**src/rtl/ram_ctrl_pkg.sv**
```systemverilog
// ram_ctrl_pkg: shared defaults and state encoding for the RAM controller FSM
package ram_ctrl_pkg;
  localparam int DEF_ADDR_W = 5;
  localparam int DEF_DATA_W = 8;
  localparam int DEF_DEPTH  = 32;
  typedef enum logic [2:0] {
    IDLE   = 3'd0,
    WRITE  = 3'd1,
    READ   = 3'd2,
    RDWAIT = 3'd3,
    CLEAR  = 3'd4
  } state_t;
endpackage

```
**src/rtl/ram_ctrl_fsm.sv**
```systemverilog
// ram_ctrl_fsm: single-port RAM controller with request/response client port and zero-fill sequencer
module ram_ctrl_fsm import ram_ctrl_pkg::*; #(
  parameter int ADDR_W = DEF_ADDR_W,
  parameter int DATA_W = DEF_DATA_W,
  parameter int DEPTH  = DEF_DEPTH
) (
  input  logic              clk,
  input  logic              rst_n,
  input  logic              req_valid,
  output logic              req_ready,
  input  logic              req_wr,
  input  logic [ADDR_W-1:0] req_addr,
  input  logic [DATA_W-1:0] req_wdata,
  output logic              rsp_valid,
  output logic [DATA_W-1:0] rsp_rdata,
  input  logic              clr_start,
  output logic              clr_done,
  output logic              busy,
  output logic              ram_cs,
  output logic              ram_wr,
  output logic              ram_oe,
  output logic [ADDR_W-1:0] ram_addr,
  output logic [DATA_W-1:0] ram_din,
  input  logic [DATA_W-1:0] ram_dout
);
  state_t            r_state, w_next;
  logic [ADDR_W-1:0] r_cnt, w_cnt, w_addr;
  logic [DATA_W-1:0] w_din, w_rdata;
  logic              w_xfer, w_last, w_cs, w_wr, w_oe, w_done, w_rsp, w_busy;

  assign req_ready = rst_n && r_state == IDLE && !clr_start;
  assign w_xfer    = req_valid && req_ready;
  assign w_last    = r_cnt == ADDR_W'(DEPTH - 1);

  always_ff @(posedge clk or negedge rst_n) begin
    if (!rst_n) begin
      r_state   <= IDLE;
      r_cnt     <= '0;
      ram_cs    <= 1'b0;
      ram_wr    <= 1'b0;
      ram_oe    <= 1'b0;
      ram_addr  <= '0;
      ram_din   <= '0;
      rsp_valid <= 1'b0;
      rsp_rdata <= '0;
      clr_done  <= 1'b0;
      busy      <= 1'b0;
    end else begin
      r_state   <= w_next;
      r_cnt     <= w_cnt;
      ram_cs    <= w_cs;
      ram_wr    <= w_wr;
      ram_oe    <= w_oe;
      ram_addr  <= w_addr;
      ram_din   <= w_din;
      rsp_valid <= w_rsp;
      rsp_rdata <= w_rdata;
      clr_done  <= w_done;
      busy      <= w_busy;
    end
  end

  always_comb begin
    w_next = IDLE;
    case (r_state)
      IDLE:    w_next = clr_start ? CLEAR : w_xfer ? (req_wr ? WRITE : READ) : IDLE;
      READ:    w_next = RDWAIT;
      CLEAR:   w_next = w_last ? IDLE : CLEAR;
      default: w_next = IDLE;
    endcase
  end

  // Output flops load the values belonging to the state being entered.
  always_comb begin
    w_busy  = w_next != IDLE;
    w_cs    = w_busy;
    w_wr    = w_next == WRITE || w_next == CLEAR;
    w_oe    = w_next == READ || w_next == RDWAIT;
    w_cnt   = w_next != CLEAR ? r_cnt : r_state == CLEAR ? r_cnt + 1'b1 : '0;
    w_addr  = w_next == CLEAR ? w_cnt : w_xfer ? req_addr : ram_addr;
    w_din   = w_next == CLEAR ? '0 : (w_xfer && req_wr) ? req_wdata : ram_din;
    w_done  = r_state == CLEAR && w_next == IDLE;
    w_rsp   = r_state == RDWAIT;
    w_rdata = r_state == RDWAIT ? ram_dout : rsp_rdata;
  end
endmodule

```
**config.mk**
```make
export PLATFORM = sky130hd
export DESIGN_NAME = ram_ctrl_fsm
export DESIGN_NICKNAME = d
export VERILOG_FILES = /design/src/rtl/ram_ctrl_pkg.sv /design/src/rtl/ram_ctrl_fsm.sv
export SDC_FILE = /design/constraint.sdc
export NUM_CORES = 1
export LEC_CHECK = 0
export CAP_MARGIN = 10
export CORE_UTILIZATION = 39
export DETAILED_ROUTE_END_ITERATION = 8
export PLACE_DENSITY = 0.74
export SETUP_SLACK_MARGIN = 0.4
export SLEW_MARGIN = 20
export SYNTH_ARGS = -nofsm -noshare
export SYNTH_HDL_FRONTEND = slang
export SYNTH_SLANG_ARGS = --single-unit
```
**constraint.sdc**
```tcl
create_clock -name clk -period 1.65 [get_ports clk]
set_input_delay 0.165 -clock clk [delete_from_list [all_inputs] [get_ports clk]]
set_output_delay 0.165 -clock clk [all_outputs]
set_load 0.01 [all_outputs]
```
== Word level (Yosys, flattened, before mapping) ==
Index checks and enable logic that the tools add are counted.
Operators by class
  add/subtract/negate cells: 1
  equal/unequal tests: 9
  mux-type cells: 11
  reductions and logical operators: 13
Operators with widths (number)
  $mux 5: 4
  $mux 8: 2
  $eq 3x2->1 const B: 4
  $pmux 3 s3: 1
  $eq 3x3->1 const B: 2
  $logic_not 3->1: 2
  $mux 3: 2
  $add 5x1->5 const B: 1
  $eq 5x5->1 const B: 1
  $logic_and 1x1->1: 5
  $mux 2: 2
  $reduce_bool 2->1: 2
  $eq 3x1->1 const B: 1
  $ne 3x3->1 const B: 1
  $reduce_bool 3->1: 1
  $logic_or 1x1->1: 2
  $logic_not 1->1: 1
Word-level totals
  register bits: 34
  output and inout bits: 28
  word-level logic and storage cells: 44

== Depth between registers and ports, before layout ==
Gate-level depths: netlist (run 1).
  word-level depth: 10
  depth in mapped cells: 8
  gate-level depth less buffers: 7

== Worst setup path before layout (run 1) ==
Ideal clock, no wire load.
  kind: reg-to-reg
  start point: reg r_cnt[0]
  end point: reg ram_addr[3]
  library setup time: 0.065 ns
  data arrival time: 1.605 ns
  data required time: 1.585 ns
  slack: -0.020 ns
  cell stages (with the launch flop): 7
  path buffers: 0
  clock period less this slack: 1.670 ns
  cell sequence: dfrtp_1 > ha_1 > and3_1 > ha_1 > nor4b_4 > and2_1 > o22a_1
Between the ends
  cells in the longest elaborated chain, start to end: 6
RTL lines
  start, declared: line ram_ctrl_fsm.sv:27  | logic [ADDR_W-1:0] r_cnt, w_cnt, w_addr;
  start signal, assigned: line ram_ctrl_fsm.sv:50  | r_cnt <= w_cnt;
  $eq 5x5->1: line ram_ctrl_fsm.sv:33  | assign w_last = r_cnt == ADDR_W'(DEPTH - 1);
  $mux 3: line ram_ctrl_fsm.sv:68  | CLEAR: w_next = w_last ? IDLE : CLEAR;
  $pmux 3 s3: line ram_ctrl_fsm.sv:65  | case (r_state)
  $ne 3x3->1: line ram_ctrl_fsm.sv:79  | w_cnt = w_next != CLEAR ? r_cnt : r_state == CLEAR ? r_cnt + 1'b1 : '0;
  $mux 5: line ram_ctrl_fsm.sv:79
  $mux 5: line ram_ctrl_fsm.sv:80  | w_addr = w_next == CLEAR ? w_cnt : w_xfer ? req_addr : ram_addr;
  end signal, assigned: line ram_ctrl_fsm.sv:54  | ram_addr <= w_addr;
  end, declared: line ram_ctrl_fsm.sv:22  | output logic [ADDR_W-1:0] ram_addr,
Several ways; a longest one is shown, not always the timed one.
A chain may end at the register's enable or synchronous reset.

== Final worst setup path (run 1) ==
  start point: reg r_cnt[1]
  end point: reg ram_addr[3]
Same word-level chain as after synthesis.

==> results.sh, run 1 <==
export IMPL_status="finished, violations left"
export IMPL_failed_checks="setup timing"
export IMPL_wl_um=3610
export IMPL_place_hpwl_um=2280
export IMPL_min_path_type="input port to asynchronous set/reset pin"
export IMPL_grt_ovfl_total=0
export IMPL_synth_compound_area_frac=0.0833
export IMPL_worstSetupStartpointType="flip-flop"
export IMPL_grt_use_total=0.191
export IMPL_worstMarginPinSlew_ns=0.424
export IMPL_cts_root_buf="clkbuf_8"
export IMPL_ys_ff_latch=34
export IMPL_setup_viol=4
export IMPL_clockBufferDepth=2
export IMPL_cp_top_family="simple AND/OR/NAND/NOR gates"
export IMPL_min_period_over_period=1.03
export IMPL_tns_ns=-0.0935
export IMPL_regArea_um2=851
export IMPL_required_ns=1.87
export IMPL_dieArea_mm2=0.00402
export IMPL_syn_area_mm2=0.00147
export IMPL_clock_sinks=34
export IMPL_r2r_end="ram_addr[3]"
export IMPL_grt_pass1_wl_um=5780
export IMPL_die_h_um=63.4
export IMPL_ff2ff_setup_slack_ns=-0.05
export IMPL_setup_ws_ns=-0.0464
export IMPL_antenna_cells=0
export IMPL_drive_gt1_frac=0.332
export IMPL_crit_path_end_kind="flip-flop"
export IMPL_antenna_left=0
export IMPL_r2r_start="r_cnt[1]"
export IMPL_irDropWorstVdd_mv=0.834
export IMPL_core_region_area_mm2=0.00347
export IMPL_pwr_share_comb=0.404
export IMPL_fillCellCount=268
export IMPL_cp_arrival_ns=1.92
export IMPL_power_density_mw_per_mm2=1180
export IMPL_synthDistinctLibCells=33
export IMPL_synth_edf_count=0
export IMPL_fin_crit_ns=1.70
export IMPL_initial_utilization=0.424
export IMPL_nets=234
export IMPL_synth_top_family_by_area="simple AND/OR/NAND/NOR gates"
export IMPL_rsz0062_at_grt="true"
export IMPL_route_layer_met1_wl_um=1570
export IMPL_ys_warn_count=0
export IMPL_slew_viol_final=0
export IMPL_yosys_most_used_dff="dfrtp_1"
export IMPL_r2r_cells=7
export IMPL_synth_nets=161
export IMPL_grt_max_degree=35
export IMPL_synth_simple_gate_area_frac=0.209
export IMPL_multi_input_area_um2=708
export IMPL_htreeDepth=2
export IMPL_dr_max_layer_used="met4"
export IMPL_power_share_switching=0.327
export IMPL_critPathMaxFanout=5
export IMPL_antenna_found_initial=0
export IMPL_hold_viol=0
export IMPL_postCtsHoldBufs=0
export IMPL_gp_congestion=0.796
export IMPL_total_power_mw=2.86
export IMPL_wl_met2_um=1830
export IMPL_grt_pass1_vias=1186
export IMPL_remaining_drc_errors=0
export IMPL_critPathKind="flip-flop to flip-flop"
export IMPL_drtIter0Drc=35
export IMPL_vias=1212
export IMPL_path_cells="ha_2 > and3_4 > ha_4 > nor4b_4 > buf_4 > and2_4 > o22a_1"
export IMPL_power_leakage_nw=1.11
export IMPL_synth_cells=133
export IMPL_firstDrtPassIters=4
export IMPL_timing_fmax_mhz=589
export IMPL_cts_tree="yes"
export IMPL_p_switching_uw=935
export IMPL_max_stage_delay_ns=0.40
export IMPL_synth_fa_ha_area_frac=0.0170
export IMPL_p_seq_frac=0.387
export IMPL_finalNonFillerCells=251
export IMPL_crit_path_top_delay_cell="dfrtp_1"
export IMPL_synth_area_per_cell_um2=11.1
export IMPL_io_pins=54
export IMPL_pwr_share_clk=0.209
export IMPL_yosysSeqAreaShare=0.578
export IMPL_clk_latency_ns=0.28
export IMPL_io_buffers=53
export IMPL_wire_per_inst_um=14.4
export IMPL_viasPerCell=4.83
export IMPL_cap_violations=0
export IMPL_dp_cells=232
export IMPL_dr_wl_met3_um=142
export IMPL_area_growth_pct=64.8
export IMPL_p_int_mw=1.92
export IMPL_timing_slew_headroom=0.717
export IMPL_hold_worst_slack_ns=0.357
export IMPL_crit_buf_inv=1
export IMPL_die_width_um=63.4
export IMPL_numCtsBuffers=5
export IMPL_fin_skew_ns=0.00692
export IMPL_synthXorXnorAreaFrac=0.0119
export IMPL_pre_cts_ws_ns=-0.0467
export IMPL_async_flop_share=1.00
export IMPL_rows=21
export IMPL_synth_mux_area_fraction=0.0544
export IMPL_cts_clk_slew_worst_paths_ns=0.07
## cell type report
type / count / area share
clock buffers: 6 / 0.0341
well taps: 46 / 0.0237
repair buffers: 70 / 0.272
inverters: 4 / 0.0170
repair inverters: 2 / 0.00980
flip-flops and latches: 34 / 0.351
multi-input cells: 89 / 0.292
## power by group through the flow
| stage | Clock, mW | Combinational [mW] | Sequential, mW |
|---|---|---|---|
| finish | 0.596 | 1.15 | 1.11 |
| global route | 0.657 | 1.25 | 1.12 |
| CTS | 0.608 | 1.02 | 1.11 |
| detailed placement | 0 | 0.864 | 1.12 |
| global placement | 0 | 0.838 | 1.10 |
| floorplan | 0 | 0.492 | 1.14 |
## synthesized netlist by cell type (2+ instances only)
cell	number	area, um^2
nor3_1	3	15.0
buf_4	4	30.0
buf_6	2	22.5
nand2_2	2	12.5
a2bb2oi_1	4	35.0
o21ai_0	2	10.0
dfrtp_1	34	851
inv_1	2	7.51
inv_2	2	7.51
mux2i_1	8	80.1
nand2_1	36	135
nor2_1	9	33.8
ha_1	2	25.0
o21ai_1	3	15.0
a21oi_1	2	10.0
## timing repair
action / 4_1_cts / 5_1_grt
resized for setup: 59 / 21
cloned: 0 / 2
pin swaps: 6 / 7
setup buffers: 6 / 5
setup endpoints to repair: 59 / 32
## registers in the layout (all words and copies together), names as in the netlist
name and flops:
ram_wr 1, rsp_rdata 8, ram_cs 1, ram_oe 1
r_cnt 5, clr_done 1, rsp_valid 1, ram_addr 5
ram_din 8, r_state 3
## layout by cell type (no fill, tap or decap), types with 4 or more instances in the layout
cell	n
clkdlybuf4s50_1	25
nand2_1	25
dfrtp_1	34
nor2_4	6
buf_4	11
dlygate4sd2_1	26
buf_6	6
a2bb2oi_2	4
mux2i_1	7
nand2_2	11
clkbuf_8	6
## cell families after synthesis
kind of cell / after synthesis
and+or+nand+nor: 61
DFF: 34
AOI/OAI and AO/OA: 16
buffers and inverters: 10
muxes: 8
xor gates and xnor gates: 2
adders and majority gates: 2
## routing by layer
metal  vias up  global-route usage
met5         -                   0
met4         0              0.0767
met3         7              0.0453
met2        30               0.311
met1       584               0.243
li1        591                   -
## per-stage QoR
step / utilization / cell area (um^2)
2_1_floorplan: - / 1500
3_3_place_gp: 0.598 / 2070
3_5_place_dp: 0.598 / 2070
4_1_cts: 0.662 / 2300
5_1_grt: 0.699 / 2420
6_report: 0.699 / 2420
## worst max path at each step
| stage | start | cells after the start | to | slack (ns) |
|---|---|---|---|---|
| 6_report | r_cnt[1] | 7 | ram_addr[3] | -0.05 |
| 5_1_grt | r_cnt[1] | 7 | ram_addr[3] | -0.09 |
| 4_1_cts | r_cnt[1] | 6 | ram_addr[3] | -0.02 |
| 3_5_place_dp | clr_start | 5 | ram_din[7] | -0.05 |
| 3_3_place_gp | r_cnt[0] | 6 | ram_addr[3] | 0.02 |
| 2_1_floorplan | r_cnt[0] | 6 | ram_addr[3] | 0.13 |
No activity file was read; power rests on OpenSTA's default activity.
==> run 2, diff against run 1 <==
Clock period 1.65 ns to 1.55 ns, I/O delays scaled along.
==> results.sh, run 2 (synthesized netlist as in run 1, its figures left out) <==
export IMPL_status="finished, violations left"
export IMPL_failed_checks="setup timing"
export IMPL_globalRouteMet1Util=0.227
export IMPL_worstSetupStartpointType="flip-flop"
export IMPL_grt_pass1_vias=1423
export IMPL_cts_root_buf="clkbuf_8"
export IMPL_setup_viol=10
export IMPL_worstMarginPinSlew_ns=0.339
export IMPL_dieArea_mm2=0.00402
export IMPL_fin_skew_ns=0.00699
export IMPL_viasPerCell=4.95
export IMPL_cp_top_family="simple AND/OR/NAND/NOR gates"
export IMPL_hold_viol=0
export IMPL_critPathMaxFanout=5
export IMPL_grt_use_total=0.215
export IMPL_place_hpwl_um=2510
export IMPL_fin_crit_ns=1.68
export IMPL_critPathKind="flip-flop to flip-flop"
export IMPL_die_width_um=63.4
export IMPL_grt_max_degree=19
export IMPL_rsz0062_at_grt="true"
export IMPL_wire_per_inst_um=15.4
export IMPL_grtUsageMet2=0.371
export IMPL_wl_um=4010
export IMPL_drtIter0Drc=70
export IMPL_io_pins=54
export IMPL_cap_violations=0
export IMPL_min_period_over_period=1.09
export IMPL_timing_slew_headroom=0.773
export IMPL_endpoint="ram_addr[3]"
export IMPL_total_power_mw=3.34
export IMPL_min_path_type="input port to asynchronous set/reset pin"
export IMPL_vias=1293
export IMPL_worstSetupStartpoint="r_cnt[0]"
export IMPL_numCtsBuffers=5
export IMPL_tns_ns=-0.625
export IMPL_irDropWorstVdd_mv=0.851
export IMPL_clockBufferDepth=2
export IMPL_area_growth_pct=67.1
export IMPL_nets=242
export IMPL_power_leakage_nw=1.17
export IMPL_grt_pass1_wl_um=6520
export IMPL_power_density_mw_per_mm2=1360
export IMPL_antenna_found_initial=0
export IMPL_reg_top3="ram_din: 8 flops, rsp_rdata: 8 flops"
export IMPL_antenna_left=0
export IMPL_cp_arrival_ns=1.90
export IMPL_ff2ff_setup_slack_ns=-0.13
export IMPL_use_met3=0.0562
export IMPL_crit_buf_inv=0
export IMPL_cts_tree="yes"
export IMPL_clock_sinks=34
export IMPL_r2r_cells=6
export IMPL_setup_ws_ns=-0.135
export IMPL_htreeDepth=2
export IMPL_cp_depth=6
export IMPL_required_ns=1.77
export IMPL_postCtsHoldBufs=0
export IMPL_placed_area_mm2=0.00213
export IMPL_rows=21
export IMPL_mostFrequentLayoutCells="dfrtp_1 (34), nand2_1 (26), clkdlybuf4s50_1 (25)"
export IMPL_timing_fmax_mhz=594
export IMPL_fillCellCount=258
export IMPL_design_area_mm2=0.00246
export IMPL_max_stage_delay_ns=0.39
export IMPL_antenna_cells=0
export IMPL_hold_worst_slack_ns=0.306
export IMPL_grt_ovfl_total=0
export IMPL_top_usage_layer="met2"
export IMPL_crit_path_top_delay_cell="dfrtp_1"
export IMPL_r2r_start="r_cnt[0]"
export IMPL_drive_gt1_frac=0.302
export IMPL_cts_clk_slew_worst_paths_ns=0.07
export IMPL_die_h_um=63.4
export IMPL_firstDrtPassIters=4
export IMPL_gp_congestion=0.778
export IMPL_clk_latency_ns=0.28
export IMPL_remaining_drc_errors=0
export IMPL_core_region_area_mm2=0.00347
export IMPL_crit_path_end_kind="flip-flop"
export IMPL_path_cells="ha_2 > and3_4 > ha_4 > nor4b_4 > and2_1 > o22a_1"
export IMPL_r2r_end="ram_addr[3]"
export IMPL_slew_viol_final=0
export IMPL_layout_commonest_cell="dfrtp_1"
export IMPL_io_buffers=53
export IMPL_initial_utilization=0.424
==> run 2: cell types whose count changed in the layout (fill, tap and decap cells not counted), sizes merged <==
cell / before / now
clkinvlp: 1 / 2
buf: 18 / 25
dlygate4sd2: 26 / 22
o211ai: 1 / 2
clkdlybuf4s15: 0 / 5
dlymetal6s2s: 1 / 0
inv: 3 / 4
bufinv: 0 / 2
clkinv: 2 / 0
==> run 2: final cells by class <==
class	instances	area, um^2	area share
tap	46	57.6	0.0234
inverter	4	20.0	0.00814
timing repair buffer	77	719	0.293
sequential	34	851	0.346
clock buffer	6	82.6	0.0336
clock inverter	2	60.1	0.0244
multi-input combinational	90	653	0.266
timing repair inverter	2	15.0	0.00611
==> run 2: repair_timing <==
item | 4_1_cts | 5_1_grt
pin swaps | 16 | 7
cloned | 3 | 0
endpoints found under the setup margin | 59 | 39
buffers inserted | 8 | 4
gates resized for setup | 47 | 16
==> run 2: per-stage QoR <==
stage,setup WS [ns],util,cells
after CTS,-0.0767,0.687,257
after floorplan,0.0257,-,133
after global placement,-0.000577,0.615,238
after global routing,-0.204,0.709,261
final,-0.135,0.709,261
after detailed placement,-0.0524,0.615,238
==> run 2: per-layer routing <==
metal,share of wire,wire length (um)
met1,0.40,1620
met2,0.56,2230
met3,0.026,103
met4,0.014,57
met5,0,0
==> run 2: report_power, final <==
part	internal, mW	switching (mW)	total [mW]
clock	0.686	0.318	1.00
combinational	0.610	0.549	1.16
sequential	1.06	0.120	1.18
total	2.35	0.987	3.34
==> run 2: worst min path at each step <==
stage	end	from
after floorplan	clr_done	rst_n
after global placement	rsp_rdata[0]	rsp_rdata[0]
after detailed placement	rsp_rdata[6]	rsp_rdata[6]
after CTS	clr_done	rst_n
after global routing	ram_din[7]	rst_n
final	r_cnt[1]	rst_n
==> run 2: worst reg2reg max path: stages (launching register included) <==
cell and delay (ns):
dfrtp_1 0.39, ha_2 0.20, and3_4 0.19, ha_4 0.17, nor4b_4 0.32, and2_1 0.24, o22a_1 0.13
==> run 3, diff against run 2 <==
Settings changed: CTS_CLUSTER_SIZE from default to 25.
==> results of run 3 <==
Same layout as run 2: the final DEF is identical, and so are final timing and power.
